--- src/rtl/jam_pkg.sv ---
// Shared constants and state type for the JAM cost-matrix server.
package jam_pkg;
  localparam int unsigned N_WORKER   = 8;
  localparam int unsigned IDX_W      = 3;
  localparam int unsigned COST_W_DEF = 7;
  localparam int unsigned MAT_SIZE   = 64;
  localparam int unsigned ADDR_W     = 2 * IDX_W;

  typedef enum logic [1:0] {
    IDLE,
    LOAD,
    RUN,
    DONE
  } jam_srv_state_t;
endpackage

--- src/rtl/cost_ram_8x8.sv ---
// 64-entry cost storage: one synchronous write port, one registered read port
// (read-before-write). Only the read register is reset; the array is not.
module cost_ram_8x8
  import jam_pkg::*;
#(
  parameter int unsigned COST_W = COST_W_DEF
) (
  input  logic              clk,
  input  logic              rst,
  input  logic              we,
  input  logic [ADDR_W-1:0] waddr,
  input  logic [COST_W-1:0] wdata,
  input  logic [ADDR_W-1:0] raddr,
  output logic [COST_W-1:0] rdata
);
  logic [COST_W-1:0] mem [MAT_SIZE];

  always_ff @(posedge clk) begin
    if (we) mem[waddr] <= wdata;
  end

  always_ff @(posedge clk) begin
    if (rst) rdata <= '0;
    else     rdata <= mem[raddr];
  end
endmodule

--- src/rtl/jam_cost_server.sv ---
// Loads an 8x8 cost matrix over valid/ready, holds JAM in reset while loading,
// then serves registered Cost lookups. Optional checksum port: JAM_COST_CHECKSUM_EN.
module jam_cost_server
  import jam_pkg::*;
#(
  parameter int unsigned COST_W = COST_W_DEF
) (
  input  logic              CLK,
  input  logic              RST,
  input  logic              in_valid,
  output logic              in_ready,
  input  logic [COST_W-1:0] in_data,
  input  logic [IDX_W-1:0]  W,
  input  logic [IDX_W-1:0]  J,
  output logic [COST_W-1:0] Cost,
  input  logic              jam_valid,
  output logic              jam_rst,
  output logic              loaded
`ifdef JAM_COST_CHECKSUM_EN
  , output logic [12:0]     checksum
`endif
);
  jam_srv_state_t    state, state_nxt;
  logic [ADDR_W-1:0] addr;
  logic              hs;
  logic              last_beat;

  assign in_ready  = !RST && (state != RUN);
  assign hs        = in_valid && in_ready;
  assign last_beat = (addr == ADDR_W'(MAT_SIZE - 1));
  assign jam_rst   = RST || (state == IDLE) || (state == LOAD);
  assign loaded    = !RST && ((state == RUN) || (state == DONE));

  always_ff @(posedge CLK) begin
    if (RST) begin
      state <= IDLE;
      addr  <= '0;
    end else begin
      state <= state_nxt;
      if (hs) addr <= addr + ADDR_W'(1);
    end
  end

  // addr is 0 whenever a load starts from IDLE or DONE, so one test covers all loading states
  always_comb begin
    state_nxt = state;
    case (state)
      IDLE, LOAD, DONE: if (hs) state_nxt = last_beat ? RUN : LOAD;
      RUN:              if (jam_valid) state_nxt = DONE;
      default:          state_nxt = IDLE;
    endcase
  end

`ifdef JAM_COST_CHECKSUM_EN
  always_ff @(posedge CLK) begin
    if (RST)                checksum <= '0;
    else if (hs) begin
      if (state != LOAD)    checksum <= 13'(in_data);
      else                  checksum <= checksum + 13'(in_data);
    end
  end
`endif

  cost_ram_8x8 #(.COST_W(COST_W)) u_ram (
    .clk   (CLK),
    .rst   (RST),
    .we    (hs),
    .waddr (addr),
    .wdata (in_data),
    .raddr ({W, J}),
    .rdata (Cost)
  );
endmodule

--- config.mk ---
export PLATFORM = sky130hd
export DESIGN_NAME = jam_cost_server
export DESIGN_NICKNAME = d
export VERILOG_FILES = /design/src/rtl/jam_pkg.sv /design/src/rtl/cost_ram_8x8.sv /design/src/rtl/jam_cost_server.sv
export SDC_FILE = /design/constraint.sdc
export NUM_CORES = 1
export LEC_CHECK = 0
export ABC_AREA = 1
export BUFFER_PORTS_ARGS = -buffer_cell sky130_fd_sc_hd__buf_2
export CAP_MARGIN = 20
export CORE_ASPECT_RATIO = 0.9
export CORE_MARGIN = 2
export CORE_UTILIZATION = 45
export DETAILED_ROUTE_END_ITERATION = 16
export SYNTH_ARGS = -nofsm -noshare
export SYNTH_HDL_FRONTEND = slang
export SYNTH_SLANG_ARGS = --single-unit
--- constraint.sdc ---
create_clock -name CLK -period 2.6 [get_ports CLK]
set_input_delay 0.52 -clock CLK [delete_from_list [all_inputs] [get_ports CLK]]
set_output_delay 0.52 -clock CLK [all_outputs]
set_load 0.005 [all_outputs]
**After elaboration in Yosys (flattened, before gate mapping)**

Memories as Yosys holds them, arrays and structs flattened. A register that Yosys moved wholly into a read port is not among the register bits.
Index checks and enable logic that the tools add are counted.

- Register bits after elaboration: 8
- Output and inout bits: 10
- Bits of input ports: 17
- Memories: 1
- Memory bits (writable): 448

Memories:

| memory | words | bits a word | read ports | clocked after Yosys merged registers in | wr ports | RTL line | source |
|---|---|---|---|---|---|---|---|
| u_ram.mem | 64 | 7 | 1 | 1 | 1 | cost_ram_8x8.sv:16 | `logic [COST_W-1:0] mem [MAT_SIZE];` |

- Equality and inequality tests: 7
- Reductions and logical operators: 10
- Muxes and demuxes: 6
- Add/sub/neg operators: 1

Operator list:

| operator | count |
|---|---|
| $add A6 B1 Y6 const B | 1 |
| $eq A6 B6 Y1 const B | 1 |
| $mux W2 | 3 |
| $ne A2 B2 Y1 const B | 3 |
| $eq A2 B2 Y1 const B | 2 |
| $pmux W2 S2 | 1 |
| $logic_and A1 B1 Y1 | 3 |
| $logic_or A1 B1 Y1 | 3 |
| $reduce_or A3 Y1 | 1 |
| $eq A2 B1 Y1 const B | 1 |
| $logic_not A2 Y1 | 1 |
| $mux W1 | 2 |
| $reduce_and A2 Y1 | 1 |
| $logic_not A1 Y1 | 1 |

**Logic depth before layout (Yosys ltp)**

Gate-level depths: netlist (run 1).

- Depth in word-level cells: 5
- Mapped depth: 12
- Depth with buffers taken out: 9

**Hierarchy**

A second synthesis (run 1) with hierarchy kept.

- Cells, all modules: 1651
- Area, all modules: 19043.3 um2

By module, submodules not included:

| module | sequential area each (um2) | instances | cells each | area an instance (um2) |
|---|---|---|---|---|
| cost_ram_8x8 | 13593.0 | 1 | 1590 | 18629.1 |
| jam_cost_server | 160.2 | 1 | 61 | 414.1 |

**Worst setup path after synthesis (run 1)**

Ideal clock, no wire load.

- Path kind: input port to flip-flop
- From: in RST
- To: mem u_ram.mem[63][0] (netlist bit), enable pin
- Stages: 5
- Slack: 0.545 ns
- Required time: 2.217 ns
- Arrival: 1.672 ns
- Path through: nor2_1 nand2_1 inv_2 nand2_2 nor3_1

- Longest elaborated chain between the ends: 5

RTL lines:

| what | RTL line | source |
|---|---|---|
| start, declared | jam_cost_server.sv:9 | `input logic RST,` |
| $logic_not A1 Y1 | jam_cost_server.sv:28 | `assign in_ready = !RST && (state != RUN);` |
| $logic_and A1 B1 Y1 | jam_cost_server.sv:28 |  |
| $logic_and A1 B1 Y1 | jam_cost_server.sv:29 | `assign hs = in_valid && in_ready;` |
| $mux W1 | cost_ram_8x8.sv:19 | `if (we) mem[waddr] <= wdata;` |
| $mux W1 (implied by the code) | cost_ram_8x8.sv:19 |  |
| end, declared | cost_ram_8x8.sv:16 |  |

Every way passes these cells.

**Final worst setup path (run 1)**

- From: reg state[1]
- To: mem u_ram.mem[51][4] (netlist bit), enable pin

- Longest elaborated chain between the ends: 5

RTL lines:

| what | RTL line | source |
|---|---|---|
| start, declared | jam_cost_server.sv:23 | `jam_srv_state_t state, state_nxt;` |
| start signal, assigned | jam_cost_server.sv:39 | `state <= state_nxt;` |
| $ne A2 B2 Y1 | jam_cost_server.sv:28 |  |
| $logic_and A1 B1 Y1 | jam_cost_server.sv:28 |  |
| $logic_and A1 B1 Y1 | jam_cost_server.sv:29 |  |
| $mux W1 | cost_ram_8x8.sv:19 |  |
| $mux W1 (implied by the code) | cost_ram_8x8.sv:19 |  |

Every way passes these cells.

==> results.tsv, run 1 <==
stage	metric	value	unit
layout	most common cell after layout, fill and taps aside	nand2_1	
sta	RSZ-0062 raised after global routing	no	
clock_network	Post-CTS Hold Buffers	0	
layout	fin util	52.3	%
global_route	total congestion overflow	0	
clock_network	CTS sink count	463	
yosys	Synth cell types	23	
sta	Pins Over Slew Limit	0	
clock_network	post-CTS setup buffer count	0	
pwr	Cell Pwr Density	729	nW/µm²
detailed_routing	DRT Pass-1 Iters	5	
die	Die Y-Extent	199	µm
sta	minimum clock period	2180	ps
detailed_routing	remaining antenna violation count	0	
worst_setup_path	Worst path max stage delay	550	ps
die	full die area	43700	µm²
placement	Detailed Place HPWL	29200	µm
global_route	All-Layer GR Usage	22.5	%
yosys	register area share after synthesis	72.7	%
sta	setup violators final	0	
layout	Final nets	1750	
pwr	VDD IR max	0.505	mV
min_path	hold path startpoint	jam_valid	
yosys	Cells after Synth	1636	
yosys	Post-Synthesis Cell Area	18900	µm²
pwr	P_leak	7.96	nW
pwr	internal power	0.0124	W
placement	DP Worst Slack	240	ps
worst_setup_path	Worst Setup Start Kind	flip-flop	
worst_setup_path	CP dominant cell by count	nor2_1	
layout	Area growth, synth to finish	15.1	%
worst_setup_path	Worst Path Required	2790	ps
run_status	status	completed	
pwr	P_sw	0.00349	W
pwr	part of the power in registers	51.7	%
clock_network	root buffer cell	clkbuf_16	
yosys	Seq cells post-synth	463	
worst_setup_path	Critical Path Sink Type	flip-flop	
placement	# placed instances	2229	
min_path	min-delay worst type	in -> reg	
global_route	global-route wire length before repair	73400	µm
pwr	part of the power in the clock network	42.2	%
worst_setup_path	worst path cell trace	inv_1 > nor2_1 > nor2_1 > nand2_1 > nor2_1 > nand3_1 > nor2_1	
detailed_routing	via count	12700	
sta	final setup TNS	0	ps
detailed_routing	drt drc	0	
layout	layout cells sized above 1	12.0	%
layout	most frequent cells in the layout	568 x nand2_1, 448 x edfxtp_1, 387 x nand3_1, 98 x buf_4, 71 x nor2_1	
die	Starting Density	45.4	%
yosys	Synth Area per Inst	11.6	µm²
worst_setup_path	Crit Path Class	reg -> reg	
pwr	switching share of power	22.0	%
clock_network	CTS tree	yes	
yosys	Net Count, Synth	1654	
run	Max Cap Viol	0	
sta	Final Hold Vio Count	0	
placement	gp weighted congestion	0.840	
clock_network	Worst-Skew Late Latency	560	ps
detailed_routing	Vias/cell	5.47	
placement	PortBufs	26	
pwr	Combinational Power Share	6.0	%
sta	actual slew at the worst max-slew pin	828	ps
yosys	Ys Warns	0	
clock_network	TritonCTS Buffers	48	
die	CORE AREA	41700	µm²
sta	period utilization	83.8	%
detailed_routing	DR WL/cell	20.9	µm
global_route	initial antenna violation count	0	
worst_setup_path	r2r startpoint	state[1]	
clock_network	CTS max path bufs	3	
global_route	largest net degree at the start of global routing	85	
sta	setup ws final	422	ps
clock_network	Clock Pin Slew Worst Setup and Hold Paths	60	ps
sta	clock skew	8.97	ps
worst_setup_path	CP startpoint	state[1]	
clock_network	CTS-repair resized insts	0	
worst_setup_path	Slowest cell on crit path	nor2_1	
global_route	vias in the first global route	12100	
layout	antenna cells	0	
die	io pins	27	
worst_setup_path	worst-path maximum fanout	7	
die	Rows	71	
detailed_routing	Total Routed Length	48300	µm
worst_setup_path	CP arrival	2370	ps
layout	Layout fillers	3677	
sta	Fmax achieved	0.459	GHz
die	die width	220	µm
sta	Worst slew margin	44.8	%
layout	final std cells w/o fill	2316	
clock_network	H-tree Lvls	2	
detailed_routing	Iter 0 DRT Violations	1394	
[cell usage after synthesis]
library cell	instances	area, µm²
a21oi_1	12	60.1
buf_1	10	37.5
buf_2	41	205
buf_4	16	120
buf_6	13	146
buf_8	1	15.0
clkbuf_1	15	56.3
clkinv_4	1	8.76
dfxtp_1	15	300
edfxtp_1	448	13500
ha_1	1	12.5
inv_1	15	56.3
inv_2	3	11.3
nand2_1	568	2130
nand2_2	1	6.26
nand3_1	387	1940
nand4_1	3	18.8
nor2_1	71	267
nor3_1	7	35.0
nor3b_1	1	7.51
nor4_1	1	6.26
o21ai_0	5	25.0
o22ai_1	1	6.26
[layer usage]
layer  track usage, %  vias to the layer above  wire length, µm
met4             5.74                        0             1080
met3             4.05                       91             3810
met5                0                        -                0
li1                 -                     5915                -
met2             34.5                      503            21700
met1             33.2                     6171            21800
[final cells by class]
cell class / instances / area (µm²) / area share [%]
Tap cell: 547 / 684 / 3.14
Clock inverter: 13 / 139 / 0.638
Clock buffer: 74 / 1370 / 6.29
Inverter: 19 / 77.6 / 0.356
Timing Repair Buffer: 142 / 1250 / 5.73
Sequential cell: 463 / 13800 / 63.1
Multi-Input combinational cell: 1058 / 4510 / 20.7
[kinds of logic (layout without fill, tap and decap cells)]
kind of cell             Yosys count  in the layout  synth area share (%)
flip-flops                       463            463                  72.7
adder cells (fa/ha/maj)            1              1                0.0661
buffers and inverters            115            248                  3.47
AND/OR/NAND/NOR                 1039           1039                  23.3
AO/OA/AOI/OAI                     18             18                 0.483
[sequential cells by signal (all words and copies together), names as in the netlist]
| name | flops |
|---|---|
| addr | 6 |
| state | 2 |
| u_ram.mem | 448 |
| u_ram.rdata | 7 |
[worst paths after layout]
check / to / slack [ps] / depth (start not counted)
worst max-delay path: u_ram.mem[51][4] / 420 / 7
worst min-delay path: state[0] / 220 / 3
worst max register to register: u_ram.mem[51][4] / 420 / 7
worst min register to register: addr[0] / 530 / 2
[power by group through the flow]
stage | Combinational (W) | Sequential [W] | Clock (W)
final | 0.000959 | 0.00821 | 0.00670
after floorplan | 0.000528 | 0.00837 | 0
after CTS | 0.000962 | 0.00821 | 0.00679
after detailed placement | 0.000959 | 0.00837 | 0
after global placement | 0.000948 | 0.00837 | 0
after global routing | 0.00105 | 0.00821 | 0.00708
[stage by stage]
step | total power (W) | hold slack, ps | cell area, µm²
after global placement | 0.00932 | 511 | 20300
final | 0.0159 | 219 | 21800
after floorplan | 0.00890 | 485 | 18900
after CTS | 0.0160 | 207 | 21800
after global routing | 0.0163 | 210 | 21800
after detailed placement | 0.00933 | 516 | 20300
[worst max-delay path, delay by kind of cell (launching register included)]
| family | cells | cell delay (ps) |
|---|---|---|
| AND/OR/NAND/NOR | 6 | 1420 |
| flip-flops | 1 | 310 |
| buffers and inverters | 1 | 80 |
(Power assumes the default switching activity.)
==> run 2: changes to the inputs <==
- ABC_AREA: 1 -> 0
- clock period: 2.6 -> 2.26 ns (I/O delays scaled with it)
==> results.tsv, run 2 <==
stage	metric	value	unit	change
run_status	status	completed		unchanged
yosys	Net Count, Synth	918		was 1654
sta	clock skew	18.2	ps	was 8.97 ps
yosys	Post-synth top cells	448 x edfxtp_1, 98 x mux4_2, 92 x nor2_1, 33 x nand2_1, 22 x clkbuf_1		was 568 x nand2_1, 448 x edfxtp_1, 387 x nand3_1, 71 x nor2_1, 41 x buf_2
clock_network	CTS sink count	463		unchanged
global_route	total congestion overflow	0		unchanged
layout	antenna cells	0		unchanged
pwr	Combinational Power Share	5.4	%	was 6.0%
pwr	internal power	0.0141	W	was 0.0124 W
placement	DP Worst Slack	-178	ps	was 240 ps
layout	Area growth, synth to finish	18.7	%	was 15.1%
pwr	Cell Pwr Density	829	nW/µm²	was 729 nW/µm²
sta	Worst slew margin	57.2	%	was 44.8%
layout	register area	13800	µm²	unchanged
die	full die area	41800	µm²	was 43700 µm²
clock_network	CTS tree	yes		unchanged
yosys	Synth cell types	51		was 23
detailed_routing	remaining antenna violation count	0		unchanged
global_route	vias in the first global route	9470		was 12100
pwr	part of the power in registers	53.1	%	was 51.7%
clock_network	TritonCTS Buffers	47		was 48
detailed_routing	Total Routed Length	43400	µm	was 48300 µm
yosys	Seq cells post-synth	463		unchanged
clock_network	Clock Pin Slew Worst Setup and Hold Paths	60	ps	about the same
placement	PortBufs	26		unchanged
sta	setup violators final	0		unchanged
clock_network	Post-CTS Hold Buffers	0		unchanged
detailed_routing	Vias/cell	5.67		was 5.47
clock_network	CTS-repair resized insts	0		unchanged
worst_setup_path	Slowest cell on crit path	or2_2		was nor2_1
detailed_routing	via count	9371		was 12700
sta	actual slew at the worst max-slew pin	625	ps	was 828 ps
clock_network	root buffer cell	clkbuf_16		unchanged
sta	setup ws final	313	ps	was 422 ps
pwr	P_leak	7.08	nW	was 7.96 nW
die	io pins	27		unchanged
detailed_routing	drt drc	0		unchanged
worst_setup_path	Crit Path Class	reg -> reg		unchanged
layout	Top reg by flops	u_ram.mem		unchanged
yosys	ranking of synthesized cells by area	edfxtp_1 74%, mux4_2 12%, nor2_1 1.9%, dfxtp_1 1.7%, mux4_1 1.5%		was edfxtp_1 71%, nand2_1 11%, nand3_1 10%, dfxtp_1 1.6%, nor2_1 1.4%
yosys	Async S/R FF share, synth	0	%	unchanged
detailed_routing	Iter 0 DRT Violations	1030		was 1394
worst_setup_path	Worst path max stage delay	520	ps	was 550 ps
sta	Final Hold Vio Count	0		unchanged
die	Die Y-Extent	194	µm	was 199 µm
detailed_routing	DRT Pass-1 Iters	7		was 5
yosys	Post-synth EDFFs	448		unchanged
yosys	Post-Synthesis Cell Area	18100	µm²	was 18900 µm²
min_path	min-delay worst type	in -> reg		unchanged
global_route	All-Layer GR Usage	21.2	%	was 22.5%
sta	RSZ-0062 raised after global routing	no		unchanged
detailed_routing	DR WL/cell	26.3	µm	was 20.9 µm
clock_network	H-tree Lvls	2		unchanged
worst_setup_path	CP arrival	2210	ps	was 2370 ps
layout	max reg flops	448		unchanged
global_route	largest net degree at the start of global routing	65		was 85
worst_setup_path	worst path cell trace	nor2b_1 > nand4bb_1 > or2_2 > nor2_1 > buf_4		was inv_1 > nor2_1 > nor2_1 > nand2_1 > nor2_1 > nand3_1 > nor2_1
yosys	Synth Area per Inst	20.1	µm²	was 11.6 µm²
global_route	initial antenna violation count	0		unchanged
yosys	top-area cell type share of the netlist area	74.4	%	was 71.1%
yosys	most common cell in the netlist	edfxtp_1		was nand2_1
sta	minimum clock period	1950	ps	was 2180 ps
pwr	switching share of power	20.7	%	was 22.0%
layout	Largest regs	u_ram.mem x448, u_ram.rdata x7, addr x6		unchanged
clock_network	Worst-Skew Late Latency	560	ps	about the same
worst_setup_path	R2R cell count	5		was 7
placement	Detailed Place HPWL	28200	µm	was 29200 µm
global_route	global-route wire length before repair	64600	µm	was 73400 µm
yosys	register area share after synthesis	76.1	%	was 72.7%
placement	gp weighted congestion	0.821		was 0.840
yosys	Cells after Synth	900		was 1636
worst_setup_path	worst-path maximum fanout	9		was 7
die	Starting Density	45.7	%	was 45.4%
die	CORE AREA	39500	µm²	was 41700 µm²
worst_setup_path	Critical Path Sink Type	flip-flop		unchanged
yosys	Ys Warns	0		unchanged
worst_setup_path	Worst Path Required	2520	ps	was 2790 ps
sta	final hold slack	148	ps	was 219 ps
clock_network	CTS max path bufs	3		unchanged
pwr	VDD IR max	0.606	mV	was 0.505 mV
run	Max Cap Viol	0		unchanged
worst_setup_path	Worst Setup Start Kind	flip-flop		unchanged
layout	Layout fillers	3113		was 3677
pwr	P_sw	0.00368	W	was 0.00349 W
die	die width	215	µm	was 220 µm
layout	Final nets	1103		was 1750
layout	most frequent cells in the layout	448 x edfxtp_1, 145 x buf_4, 98 x mux4_2, 92 x nor2_1, 47 x clkbuf_16		was 568 x nand2_1, 448 x edfxtp_1, 387 x nand3_1, 98 x buf_4, 71 x nor2_1
yosys	largest area contributor in the netlist	edfxtp_1		unchanged
sta	period utilization	86.2	%	was 83.8%
yosys	Synth Flop Type	edfxtp_1		unchanged
sta	Pins Over Slew Limit	0		unchanged
layout	multi-input logic area	4030	µm²	was 4510 µm²
sta	Fmax achieved	0.514	GHz	was 0.459 GHz
clock_network	post-CTS setup buffer count	0		unchanged
die	Rows	69		was 71
min_path	hold path cells	3		unchanged
layout	most common cell after layout, fill and taps aside	edfxtp_1		was nand2_1
pwr	part of the power in the clock network	41.5	%	was 42.2%
layout	layout cells sized above 1	32.2	%	was 12.0%
-- run 2: routing by layer --
| layer | GRT usage (%) | wire, µm | up-vias |
|---|---|---|---|
| met2 | 31.7 | 19500 | 360 |
| met4 | 5.44 | 1020 | 0 |
| li1 | - | - | 4056 |
| met5 | 0 | 0 | - |
| met1 | 31.7 | 19500 | 4885 |
| met3 | 4.93 | 3370 | 70 |
-- run 2: critical path: cells and delay by family, from the launching register on --
family        cells  cell delay (ps)
simple gates      4             1150
flops             1              310
buf+inv           1              200
-- run 2: logic make-up (layout without fill, tap and decap cells) --
family / after synthesis / after routing / share of synthesized area, %
fa+ha+maj: 1 / 1 / 0.0692
mux: 127 / 127 / 14.8
simple gates: 173 / 173 / 4.37
compound gates: 78 / 78 / 2.82
xor+xnor: 5 / 5 / 0.242
flops: 463 / 463 / 76.1
buf+inv: 53 / 273 / 1.68
-- run 2: path summary, 6_finish.rpt --
path | slack, ps | end | startpoint
setup / recovery | 310 | u_ram.mem[47][6] | state[1]
hold / removal | 150 | state[0] | jam_valid
setup reg to reg | 310 | u_ram.mem[47][6] | state[1]
hold reg to reg | 540 | state[1] | state[1]
-- run 2: area by class of cell --
class	count	share of cell area, %
flip-flops and latches	463	64.1
multi-input cells	384	18.8
repair buffers	186	7.25
clock buffers	63	5.95
well taps	532	3.10
clock inverters	21	0.805
inverters	3	0.0525
-- run 2: power groups by stage --
stage               registers (W)  logic, W  clock network [W]
CTS                       0.00946  0.000968            0.00752
finish                    0.00946  0.000959            0.00738
global route              0.00945   0.00103            0.00784
global placement          0.00964  0.000956                  0
detailed placement        0.00964  0.000966                  0
floorplan                 0.00963  0.000460                  0
-- run 2: through the flow --
step                setup TNS [ps]  utilization, %  cell area (µm²)  std cells  total power (W)
finish                           0            54.3            21500       1652           0.0178
global route                     0            54.3            21500       1652           0.0183
global placement              -359            50.6            20000       1568           0.0106
detailed placement            -510            50.6            20000       1568           0.0106
floorplan                        0               -            18100        900           0.0101
CTS                              0            54.3            21500       1652           0.0179
